## src/rtl/fp_mul_pkg.sv

```systemverilog
// Shared definitions for the floating-point multiplier.
// Holds the mantissa controller state encoding and default widths.
package fp_mul_pkg;

  localparam int MANT_W = 24;

  typedef enum logic [1:0] {
    IDLE    = 2'd0,
    ACCUM   = 2'd1,
    RESOLVE = 2'd2,
    DONE    = 2'd3
  } state_t;

endpackage

```

## src/rtl/csa_row.sv

```systemverilog
// One row of N 3:2 carry-save cells, purely combinational.
// Ports: x, y, z addends in; s per-bit sum, c per-bit carry (unshifted).
module csa_row #(
  parameter int N = 48
) (
  input  logic [N-1:0] x,
  input  logic [N-1:0] y,
  input  logic [N-1:0] z,
  output logic [N-1:0] s,
  output logic [N-1:0] c
);

  assign s = x ^ y ^ z;
  assign c = (x & y) | (x & z) | (y & z);

endmodule

```

## src/rtl/mant_mul_seq.sv

```systemverilog
// Iterative unsigned mantissa multiplier: one CSA row per cycle, one final add.
// Ports: in_valid/in_ready/a/b operand side; out_valid/out_ready/product result side; busy.
module mant_mul_seq
  import fp_mul_pkg::*;
#(
  parameter int WIDTH = MANT_W
) (
  input  logic               clk,
  input  logic               rst_n,
  input  logic               in_valid,
  output logic               in_ready,
  input  logic [WIDTH-1:0]   a,
  input  logic [WIDTH-1:0]   b,
  output logic               out_valid,
  input  logic               out_ready,
  output logic [2*WIDTH-1:0] product,
  output logic               busy
);

  localparam int PW = 2 * WIDTH;

  state_t state;
  state_t state_nx;

  logic [PW-1:0]    a_sh;
  logic [WIDTH-1:0] b_sh;
  logic [PW-1:0]    sum;
  logic [PW-1:0]    carry;
  logic [PW-1:0]    pp;
  logic [PW-1:0]    s;
  logic [PW-1:0]    c;
  logic             accept;
  logic             last;

  assign accept = in_valid && (state == IDLE);
  // No set bits above bit 0 remain: this is the final partial product.
  assign last   = (b_sh[WIDTH-1:1] == '0);
  assign pp     = b_sh[0] ? a_sh : '0;

  csa_row #(
    .N(PW)
  ) u_csa (
    .x(sum),
    .y(carry),
    .z(pp),
    .s(s),
    .c(c)
  );

  always_ff @(posedge clk or negedge rst_n) begin
    if (!rst_n) state <= IDLE;
    else        state <= state_nx;
  end

  always_comb begin
    state_nx = state;
    unique case (state)
      IDLE: begin
        if (accept) state_nx = (b == '0) ? RESOLVE : ACCUM;
      end
      ACCUM: begin
        if (last) state_nx = RESOLVE;
      end
      RESOLVE: state_nx = DONE;
      DONE: begin
        if (out_ready) state_nx = IDLE;
      end
      default: state_nx = IDLE;
    endcase
  end

  always_ff @(posedge clk or negedge rst_n) begin
    if (!rst_n) begin
      a_sh      <= '0;
      b_sh      <= '0;
      sum       <= '0;
      carry     <= '0;
      product   <= '0;
      out_valid <= 1'b0;
    end else begin
      unique case (state)
        IDLE: begin
          if (accept) begin
            a_sh  <= {{WIDTH{1'b0}}, a};
            b_sh  <= b;
            sum   <= '0;
            carry <= '0;
          end
        end
        ACCUM: begin
          sum   <= s;
          // Top carry bit is dropped: the exact product fits in PW bits.
          carry <= c << 1;
          a_sh  <= a_sh << 1;
          b_sh  <= b_sh >> 1;
        end
        RESOLVE: begin
          product   <= sum + carry;
          out_valid <= 1'b1;
        end
        DONE: begin
          if (out_ready) out_valid <= 1'b0;
        end
        default: ;
      endcase
    end
  end

  assign in_ready = (state == IDLE);
  assign busy     = (state != IDLE);

endmodule

```

## config.mk

```make
export PLATFORM = sky130hd
export DESIGN_NAME = mant_mul_seq
export DESIGN_NICKNAME = d
export VERILOG_FILES = /design/src/rtl/fp_mul_pkg.sv /design/src/rtl/csa_row.sv /design/src/rtl/mant_mul_seq.sv
export SDC_FILE = /design/constraint.sdc
export NUM_CORES = 1
export LEC_CHECK = 0
export CAP_MARGIN = 20
export CORE_UTILIZATION = 59
export CTS_CLUSTER_DIAMETER = 80
export DETAILED_ROUTE_END_ITERATION = 10
export GPL_TIMING_DRIVEN = 0
export HOLD_SLACK_MARGIN = 0.03
export MAX_ROUTING_LAYER = met4
export PLACE_DENSITY = 0.88
export RECOVER_POWER = 50
export SLEW_MARGIN = 10
export SYNTH_ARGS = -nofsm -noshare
export SYNTH_HDL_FRONTEND = slang
export SYNTH_SLANG_ARGS = --single-unit
```

## constraint.sdc

```tcl
create_clock -name clk -period 2.9 [get_ports clk]
set_input_delay 0.29 -clock clk [delete_from_list [all_inputs] [get_ports clk]]
set_output_delay 0.29 -clock clk [all_outputs]
set_load 0.05 [all_outputs]
```

After elaboration in Yosys (flattened, before gate mapping)
Index checks and enable logic that the tools add are counted.
{"block": "word_totals", "ff_bits": 219, "in_bits": 52, "output_inout_bits": 51, "wordCells": 46}
{"block": "op_classes", "addsub": 1, "n_eq_ne": 6, "n_mux": 15, "bitwise": 7, "n_reduce_logical": 10}
{"cell": "48-bit case mux with 2 select lines", "count": 3}
{"cell": "48-bit 2-to-1 mux", "count": 3}
{"cell": "47-bit AND", "count": 3}
{"cell": "48-bit XOR", "count": 2}
{"cell": "47-bit OR", "count": 2}
{"cell": "48-bit adder", "count": 1}
{"cell": "24-bit case mux with 2 select lines", "count": 1}
{"cell": "24-bit logical NOT", "count": 1}
{"cell": "24-bit 2-to-1 mux", "count": 1}
{"cell": "23-bit logical NOT", "count": 1}
{"cell": "2-bit 2-to-1 mux", "count": 4}
{"cell": "2-bit case mux with 4 select lines", "count": 1}
{"cell": "2-bit nonzero test", "count": 3}
{"cell": "2-bit equality test, second input constant", "count": 2}
{"cell": "2-bit inequality test, second input constant", "count": 2}
{"cell": "2-bit AND reduction", "count": 2}
{"cell": "3-bit AND reduction", "count": 1}
{"cell": "2-bit by 1-bit equality test with 1-bit output, second input constant", "count": 1}
{"cell": "2-bit logical NOT", "count": 1}
{"cell": "2-bit by 1-bit inequality test with 1-bit output, second input constant", "count": 1}
{"cell": "1-bit case mux with 2 select lines", "count": 1}
{"cell": "1-bit logical AND", "count": 1}
{"cell": "1-bit 2-to-1 mux", "count": 1}

Depth between registers and ports, before layout
{"block": "depth", "ltp_word": 5, "ltp_mapped": 10, "mapped_depth_nobuf": 10}

Cells and area by module
From an unflattened synthesis, not the netlist that was laid out.
{"block": "unflattened", "hier_cells": 1138, "hier_area_um2": 12405.6}
{"module": "mant_mul_seq", "instances": 1, "cells_per_inst": 1090, "area_per_inst_um2": 11444.7, "seq_area_each_um2": 5455.2}
{"module": "csa_row", "instances": 1, "cells_per_inst": 48, "area_per_inst_um2": 960.9, "seq_area_each_um2": 0.0}

Worst setup path after synthesis
Ideal clock, no wire load.
{"block": "synth_timing", "path_kind": "reg2reg", "start": "register sum[1]", "end": "register product[23]", "setup_ps": 125, "arrival_ps": 2553, "setup_slack_ps": 222, "path_stages_with_launch": 11, "period_less_slack_ps": 2678, "path_cell_list": "dfrtp_1 ha_1 fa_1 a21o_2 a221oi_2 o31a_1 o21ai_1 nand2b_1 a211oi_1 xnor2_1 mux2_2"}
{"block": "synth_via", "elab_chain_cells": 1}
{"element": "start: declaration", "line": "mant_mul_seq.sv:27", "rtl": "logic [PW-1:0] sum;"}
{"element": "start signal: assignment", "line": "mant_mul_seq.sv:91", "rtl": "sum <= s;"}
{"element": "48-bit adder", "line": "mant_mul_seq.sv:98", "rtl": "product <= sum + carry;"}
{"element": "end signal: assignment", "line": "mant_mul_seq.sv:98"}
{"element": "end: declaration", "line": "mant_mul_seq.sv:16", "rtl": "output logic [2*WIDTH-1:0] product,"}
Every way passes these cells.
A chain may end at the register's enable or synchronous reset.

Final worst setup path
{"block": "layout_timing", "start": "register carry[5]", "end": "register product[46]"}
{"block": "layout_via", "elab_chain_cells": 1}
{"element": "start: declaration", "line": "mant_mul_seq.sv:28", "rtl": "logic [PW-1:0] carry;"}
{"element": "start signal: assignment", "line": "mant_mul_seq.sv:93", "rtl": "carry <= c << 1;"}
{"element": "48-bit adder", "line": "mant_mul_seq.sv:98"}
Every way passes these cells.

==> results by group <==
Detailed routing
  – First-pass DRT Iterations: 7
  – Routed Antenna Nets: 0
  – DRT Wirelength: 35220 µm
  – Wire per inst: around 22 µm
  – Vias post-DR: 10480
  – Initial DRC Count: approximately 890
  – Drt via density: about 6.5
  – DRC: 0

Yosys
  – Post-synthesis sequential area ratio: 0.4352
  – Synth warn: 0
  – Async SR Flop Fraction: 1.000
  – Primary FF master, synth: dfrtp_1
  – Synthesized area: about 0.013 mm²
  – Post-Synthesis Cells: 1156
  – Syn nets: ~1300
  – Synth cell types: 66
  – Post-synth EDFFs: 0
  – #FFs+latches synth: 218
  – Post-synthesis average cell area: about 11 µm²

Worst setup path
  – CP max stage cell: dfrtp_2
  – Worst Path Arrival: ~3.3 ns
  – Crit path max fanout: 5
  – WP data required: approximately 3.3 ns
  – CP bufs+invs: 0
  – Largest delay contributor family on the critical path: compound AO/OA/AOI/OAI gates
  – Critical path type: reg2reg
  – CP startpoint kind: flip-flop
  – CP cell instances: ha_4 > o211ai_2 > o21bai_4 > o2111ai_4 > a31o_4 > o41ai_4 > a41oi_4 > o311ai_2 > o211ai_1
  – Worst stage delay on the critical path: between 0.4 and 0.5 ns
  – Crit path capture type: flip-flop

STA
  – Setup repair after global routing missed its margin: yes
  – Max-slew violations: 67
  – Max Freq: approximately 0.34 GHz
  – Slew HR: -0.2071
  – Worst slew pin tran: 1.811 ns
  – Tmin final: 2.948 ns
  – Crit share post-route: 1.016
  – Final Worst Setup Slack: -0.04769 ns
  – Final hold vios: 0
  – Skew final: between 0.03 and 0.04 ns
  – Final Setup Violations: 5

Power and ir drop
  – Sequential group share of total power: 0.339
  – P_leak: slightly above 7 nW
  – Int Power: ~7.7 mW
  – Sw frac: 0.4209
  – Pwr/cell area: between 800 and 900 mW/mm²
  – Comb pwr share: 0.426
  – VDD IR-drop max: approximately 0.65 mV
  – P_sw: around 5.6 mW
  – Clock Power Share: 0.235

Placed design
  – Port Buffer Count: 102
  – Hpwl dp: approximately 23000 µm
  – Placed cell area: 0.01395 mm²
  – Final GP Congestion: between 0.9 and 1
  – Placed insts: 1530

Global route
  – Grt met3 use: 0.06852
  – GRT Total Usage: 0.3295
  – Busiest layer in global routing: met2
  – M1 GR Usage: 0.4339
  – GRT overflow: 0
  – Largest net degree at the start of global routing: 80
  – Vias in the first global route: 10440
  – First-pass GRT wire length: 54780 µm
  – Met2 usage: 0.5035
  – Initial antenna violation count: 0

Worst hold path
  – Worst hold path type: in2reg

Clocking
  – Sink Count: around 220
  – H-Tree Depth: 1
  – Root Buffer: clkbuf_16
  – Clock transition at path regs: 0.06 ns
  – Total CTS buffers: 23
  – CTS max path bufs: 3
  – Clock latency on the worst-skew pair: roughly 0.53 ns
  – CTS tree: done

Floorplan
  – # rows: between 50 and 60
  – Core area: a little over 0.02 mm²
  – Starting density of the core: 0.6097
  – Die Height: approximately 150 µm
  – Die area: ~0.022 mm²
  – Die width: between 100 and 150 µm
  – # IOs: about 100

Final layout
  – Net count, final: 1467
  – Ant diodes: 0
  – Commonest non-fill, non-tap cell in the layout: dfrtp_1
  – P&R area growth vs syn: 22.79%
  – Final Util: 0.7486
  – Final Instance Count excl. Fillers: 1603
  – Layout cell share with drive strength beyond 1: 0.1538
  – Most frequent cells in the layout: dfrtp_1 (202), a22o_1 (120), nand2_1 (93), clkdlybuf4s50_1 (82), o21ai_0 (78)
  – Final non-filler cell area: ~0.015 mm²

Run status
  – Violated checks: max-capacitance violations, max-slew violations, negative setup slack
  – Status: finished with violations

Run
  – Maxcap violations: 1
-- layout make-up --
cell class	instances	area, µm²
multi-input combinational	839	7039
sequential	218	5475
fill	1334	5169
timing repair buffer	141	1355
clock buffer	33	673.1
tap	270	337.8
buffer	76	321.6
clock inverter	8	121.4
inverter	18	67.56
-- synthesized netlist by cell type, types with 3 or more instances --
master	count	share of area
a211oi_1	7	0.0042
a21boi_0	5	0.0030
a21o_1	21	0.013
a21oi_1	57	0.023
a221oi_1	3	0.0021
a22o_1	120	0.084
a31oi_1	9	0.0045
and2_1	51	0.025
buf_2	14	0.0056
clkbuf_1	63	0.019
dfrtp_1	218	0.44
fa_1	47	0.075
ha_1	51	0.051
inv_1	18	0.0054
mux2_2	36	0.032
mux2i_1	48	0.038
nand2_1	93	0.028
nand2b_1	6	0.0030
nand3_1	10	0.0040
nand3b_1	4	0.0024
nand4_1	19	0.0095
nor2_1	36	0.011
nor2b_1	4	0.0020
nor3_1	10	0.0040
nor4_1	15	0.0075
o211ai_1	8	0.0048
o21a_1	4	0.0024
o21ai_0	81	0.032
o21bai_1	7	0.0042
o311ai_0	3	0.0021
o31a_1	4	0.0028
o31ai_1	3	0.0018
or2_2	3	0.0015
xnor2_1	31	0.022
xor2_1	11	0.0077
-- worst paths after layout --
check                             from  slack [ns]  cells past startpoint           to
max                           carry[5]       -0.05                      9  product[46]
min                              a[10]        0.39                      3     a_sh[10]
max reg2reg                   carry[5]       -0.05                      9  product[46]
min reg2reg                product[42]        0.48                      2  product[42]
max in group asynchronous        rst_n        0.93                      2      sum[22]
min in group asynchronous        rst_n        0.77                      2       sum[8]
-- worst min-delay path, cell delays in order --
cell and delay [ns]:
clkdlybuf4s50_1 0.39, mux2i_1 0.12, o21ai_0 0.08
-- state kept, by name, indices dropped and copies added, names as in the netlist --
| signal | count |
|---|---|
| out_valid | 1 |
| b_sh | 24 |
| carry | 47 |
| sum | 48 |
| product | 48 |
| a_sh | 48 |
| state | 2 |
-- metrics by stage --
step | hold slack [ns] | setup WS, ns | TNS [ns] | power [mW]
after floorplan | -0.005591 | 0.2222 | 0 | 7.949
after global placement | 0.4707 | -7.373 | -1615.01 | 9.427
after detailed placement | 0.2722 | -0.4757 | -17.69 | 9.702
after CTS | 0.3152 | 0.0008948 | 0 | 12.95
after global routing | 0.4094 | -0.09120 | -0.7182 | 13.91
final | 0.3896 | -0.04769 | -0.1373 | 13.28
-- power by group through the flow --
| stage | sequential (mW) | clock [mW] | combinational [mW] |
|---|---|---|---|
| final | 4.50 | 3.12 | 5.65 |
| after global routing | 4.58 | 3.26 | 6.06 |
| after CTS | 4.46 | 3.12 | 5.37 |
| after detailed placement | 4.48 | 0 | 5.22 |
| after global placement | 4.42 | 0 | 5.00 |
| after floorplan | 5.00 | 0 | 2.95 |
-- cell families (layout without fill, tap and decap cells) --
| kind of cell | Yosys count | count (layout) | share of synthesized area |
|---|---|---|---|
| compound gates | 355 | 355 | 0.2034 |
| xor+xnor | 42 | 42 | 0.02935 |
| fa+ha+maj | 98 | 98 | 0.1260 |
| buf+inv | 99 | 276 | 0.03174 |
| flops | 218 | 218 | 0.4352 |
| mux | 84 | 84 | 0.07067 |
| simple gates | 260 | 260 | 0.1036 |
-- per-layer routing --
metal | vias to the layer above | part of all wire
met5 | - | 0
met4 | 0 | 0.039
met3 | 133 | 0.092
met2 | 598 | 0.47
met1 | 5193 | 0.40
li1 | 4557 | -
-- timing repair --
item                                   in CTS  in global routing
setup endpoints to repair                 107                 75
resized for setup                          37                 64
pin swaps                                  11                 18
buffers inserted                            8                 28
endpoints found under the hold margin      66                  0
hold buffers                                1                  0
Note: power is estimated with default switching activity, not from simulation.
==> patch 1 (same settings) <==
Change the package constant `MANT_W` from 24 to 16.
--- a/src/rtl/fp_mul_pkg.sv
+++ b/src/rtl/fp_mul_pkg.sv
@@ -3,5 +3,5 @@
 package fp_mul_pkg;
 
-  localparam int MANT_W = 24;
+  localparam int MANT_W = 16;
 
   typedef enum logic [1:0] {
Interface: changed (resized a, b and product); port bits go from 103 to 71. The function was not compared with the original's and may differ.
==> patch 1 against the unedited design <==
The run ends with capacitance limit, slew limit left; clock skew decreased by 0.023 ns; synthesized area decreased by 34%; core utilization decreased by 2.2 points; critical path type unchanged; routed wire length decreased by 43%; design area decreased by 36%; setup slack improved by 0.083 ns; synthesized cell count decreased by 36%; die area decreased by 34%; critical endpoint is now product[31]$_DFFE_PN0P_; hold slack improved by 0.094 ns; global-route usage decreased by 1.7 points; sequential cell count decreased by 72; final cell count decreased by 37%; total power decreased by 36%.
==> patch 1: results (changes against the unedited design) <==
- DPL Wire Length: 13440 um (was 22920 um)
- Global routing usage summed across all routing layers: 31.24% (was 32.95%)
- The aggregate negative setup slack is 0 ns (was -0.1373 ns).
* Worst Path Arrival: 3.17 ns (was 3.31 ns)
- The ratio of cells with drive above 1 in the final layout was 8.690% (was 15.38%).
- The number of buffers added for setup after CTS is 0 (was 8).
- The fraction of cell area in non-clock buffers came to 9.327% (was 10.89%).
- The critical hold path startpoint is product[2]$_DFFE_PN0P_ (was a[10]).
- #FFs+latches synth: 146 (was 218)
* Number of resized instances in the post-cts repair step: 6 (was 37)
* Violations in the final reports: capacitance limit, slew limit (was capacitance limit, slew limit, setup timing)
* Global Route met1 Usage: 39.92% (was 43.39%)
- Number of global-route vias before repair: 6755 (was 10440)
- M2 GR Usage: 48.49% (was 50.35%)
* Max VDD drop: 0.0007573 V (was 0.0006545 V)
- Outcome: finished with violations (unchanged).
* Relative contribution of combinational cells to total power: 40.9% (was 42.6%)
* Via count: 6492 (was 10480)
- Non-CTS buffers: 115 (was 217)
- Net count reported at finish: 932 (was 1467)
- Hold Path Depth: 2 (was 3)
* Total count of max-transition violations in the final report: 70 (was 67)
- Critical register-to-register path endpoint: product[31]$_DFFE_PN0P_ (was product[46]$_DFFE_PN0P_)
- Detailed router's first-iteration violation count: 630 (was 891)
- Clock latency reported for the late side of the worst-skew pair: 0.43 ns (was 0.53 ns)
- Top cells by instance count after synthesis: 146 x sky130_fd_sc_hd__dfrtp_1, 78 x sky130_fd_sc_hd__a22o_1, 59 x sky130_fd_sc_hd__nand2_1 (was 218 x sky130_fd_sc_hd__dfrtp_1, 120 x sky130_fd_sc_hd__a22o_1, 93 x sky130_fd_sc_hd__nand2_1)
- Endpoint with the worst hold slack: product[2]$_DFFE_PN0P_ (was a_sh[10]$_DFFE_PN0P_)
* First-pass GRT wire length: 33840 um (was 54780 um)
- Number of well taps: 176 (was 270)
* Clock buffer count from CTS: 17 (was 23)
- The number of max-capacitance violations reported came to 1 (unchanged).
* Clock power frac: 24.1% (was 23.5%)
- Top cells by area in the synthesized netlist: sky130_fd_sc_hd__dfrtp_1 44%, sky130_fd_sc_hd__a22o_1 8.3%, sky130_fd_sc_hd__fa_1 7.5% (was sky130_fd_sc_hd__dfrtp_1 44%, sky130_fd_sc_hd__a22o_1 8.4%, sky130_fd_sc_hd__fa_1 7.5%).
[patch 1: cell families after synthesis]
family | after synthesis | share of synthesized area [%]
adder cells (fa/ha/maj) | 66 | 12.84
buffers and inverters | 59 | 3.233
flip-flops | 146 | 44.32
XOR/XNOR | 26 | 2.762
AND/OR/NAND/NOR | 161 | 9.880
AO/OA/AOI/OAI | 227 | 19.90
multiplexers | 55 | 7.072
[patch 1: worst max-delay path, cell delays in order (launching register included)]
cell,delay (ns)
sky130_fd_sc_hd__dfrtp_1,0.40
sky130_fd_sc_hd__ha_1,0.22
sky130_fd_sc_hd__inv_1,0.07
sky130_fd_sc_hd__fa_1,0.42
sky130_fd_sc_hd__nor2b_2,0.24
sky130_fd_sc_hd__o2111ai_4,0.20
sky130_fd_sc_hd__a211oi_2,0.28
sky130_fd_sc_hd__nor3b_2,0.13
sky130_fd_sc_hd__or3_1,0.44
sky130_fd_sc_hd__a311o_1,0.34
==> patch 2 (same settings) <==
Made on the original files. Reset style: synchronous (`rst_n`), changed in 2 clocked blocks.
--- a/src/rtl/mant_mul_seq.sv
+++ b/src/rtl/mant_mul_seq.sv
@@ -48,5 +48,5 @@
   );
 
-  always_ff @(posedge clk or negedge rst_n) begin
+  always_ff @(posedge clk) begin
     if (!rst_n) state <= IDLE;
     else        state <= state_nx;
@@ -70,5 +70,5 @@
   end
 
-  always_ff @(posedge clk or negedge rst_n) begin
+  always_ff @(posedge clk) begin
     if (!rst_n) begin
       a_sh      <= '0;
Check against the original RTL: differs if rst_n is asserted again (counterexample within 4 cycles, from zero or initial values and one cycle with rst_n low); with rst_n held inactive, the same outputs for 4 cycles.
==> patch 2 against the unedited design <==
Routed wire length down 4.6%; synthesized area down 2.2%; total power down 24%; global-route usage down 1.2 points; setup slack better by 0.11 ns; design area down 4.0%; sequential power down 20%; clock power up 6.7%; critical path depth up 2; clock skew down 0.023 ns; synthesized cell count up 12%; die area down 2.2%; non-clock buffer count down 18; sequential cell count unchanged; critical path type unchanged.
==> patch 2: results (changes against the unedited design) <==
* Outcome: finished, final reports clean (was finished with violations)
- The number of global-route vias before repair was 10560 (was 10440).
* Crit path max-delay cell type: sky130_fd_sc_hd__dfxtp_1 (was sky130_fd_sc_hd__dfrtp_2)
- The number of distinct library cells after synthesis was 60 (was 66).
- Fraction of layout cells with a size suffix above 1: 7.443% (was 15.38%)
- Asr flop ratio synth: 0% (was 100.0%)
* Net count reported at finish: 1583 (was 1467)
- The arrival time at the worst endpoint was 3.23 ns (was 3.31 ns).
* Fraction of standard cell area that is sequential: 29.65% (was 35.57%)
* Launch point of the worst reg-to-reg path: carry[2]$_SDFFE_PN0P_ (was carry[5]$_DFFE_PN0P_)
- Total wirelength of the detailed-routed design: 33600 um (was 35220 um)
* Non-CTS buffers: 199 (was 217)
* Detailed router's first-iteration violation count: 828 (was 891)
- The internal reg-to-reg setup slack came to 0.07 ns (was -0.05 ns).
- Worst slack at placement: -0.2620 ns (was -0.4757 ns)
* Area of the multi-input gates: 0.007671 mm2 (was 0.007039 mm2)
* Clock buffer count from CTS: 24 (was 23)
* Post-CTS Setup Inserts: 2 (was 8)
- Non-clock buffering overhead: 9.769% (was 10.89%)
* Worst-case clock skew: 0.009897 ns (was 0.03269 ns)
- #MultiIn Comb: 969 (was 839)
* Inverters: 21 (was 18)
- The share of total power consumed by net switching is 36.59% (was 42.09%).
* Top cells by instance count after synthesis: 218 x sky130_fd_sc_hd__dfxtp_1, 149 x sky130_fd_sc_hd__nor2b_1, 118 x sky130_fd_sc_hd__a22oi_1 (was 218 x sky130_fd_sc_hd__dfrtp_1, 120 x sky130_fd_sc_hd__a22o_1, 93 x sky130_fd_sc_hd__nand2_1)
* Number of resized instances in the post-cts repair step: 9 (was 37)
- The number of search-and-repair iterations in the first detailed-routing pass is 6 (was 7).
- Sequential element share of the synthesized area: 35.62% (was 43.52%)
- Sequential power: 3.59 mW (was 4.50 mW)
- Max VDD drop: 0.0008323 V (was 0.0006545 V)
- Largest incremental delay on the critical path: 0.43 ns (was 0.45 ns)
- Endpoint with the worst hold slack: a_sh[0]$_SDFFE_PN0P_ (was a_sh[10]$_DFFE_PN0P_)
- The weighted congestion reported at the end of routability-driven placement came to 0.9552 (was 0.9311).
- Number of filler cells placed in the layout: 1447 (was 1334)
- The highest clock rate is 0.3529 GHz (was 0.3392 GHz).
- The routed length on met1 is 14020 um (was 14140 um).
[patch 2: cell count changes in the layout (fill, tap and decap cells not counted), moves of 26 or more]
cell / before / now
sky130_fd_sc_hd__dfxtp_1: 0 / 206
sky130_fd_sc_hd__dfrtp_1: 202 / 0
sky130_fd_sc_hd__nor2b_1: 4 / 149
sky130_fd_sc_hd__a22o_1: 120 / 1
sky130_fd_sc_hd__a22oi_1: 0 / 118
sky130_fd_sc_hd__o211a_1: 1 / 51
sky130_fd_sc_hd__o21ai_0: 78 / 29
sky130_fd_sc_hd__clkbuf_1: 52 / 83
sky130_fd_sc_hd__clkdlybuf4s50_1: 82 / 51
sky130_fd_sc_hd__dlygate4sd3_1: 20 / 51
sky130_fd_sc_hd__mux2_2: 31 / 1
sky130_fd_sc_hd__buf_4: 35 / 9
[patch 2: stage by stage]
stage	utilization (%)	instances	power, mW	setup TNS, ns
2_1_floorplan	-	1298	5.753	0
3_3_place_gp	67.05	1670	6.657	-0.8917
3_5_place_dp	67.05	1670	6.769	-1.009
4_1_cts	71.62	1716	10.07	0
5_1_grt	72.75	1721	10.51	-0.2592
6_report	72.75	1721	10.14	0
[patch 2: per-layer routing]
metal / GRT usage, % / up-vias
li1: - / 4932
met1: 39.76 / 5101
met2: 51.29 / 482
met3: 5.406 / 93
met4: 12.50 / 0
met5: - / -
[patch 2: worst max-delay path: cells and delay by family (launching register included)]
kind	cells	cell delay, ns
buf+inv	1	0.14
simple gates	1	0.24
xor+xnor	1	0.20
compound gates	7	1.39
fa+ha+maj	1	0.31
flops	1	0.43
[patch 2: logic make-up after synthesis]
family,count (synthesis),synth area share [%]
compound gates,344,20.94
simple gates,415,18.32
buf+inv,111,3.441
mux,74,6.076
fa+ha+maj,98,12.89
flops,218,35.62
xor+xnor,38,2.716
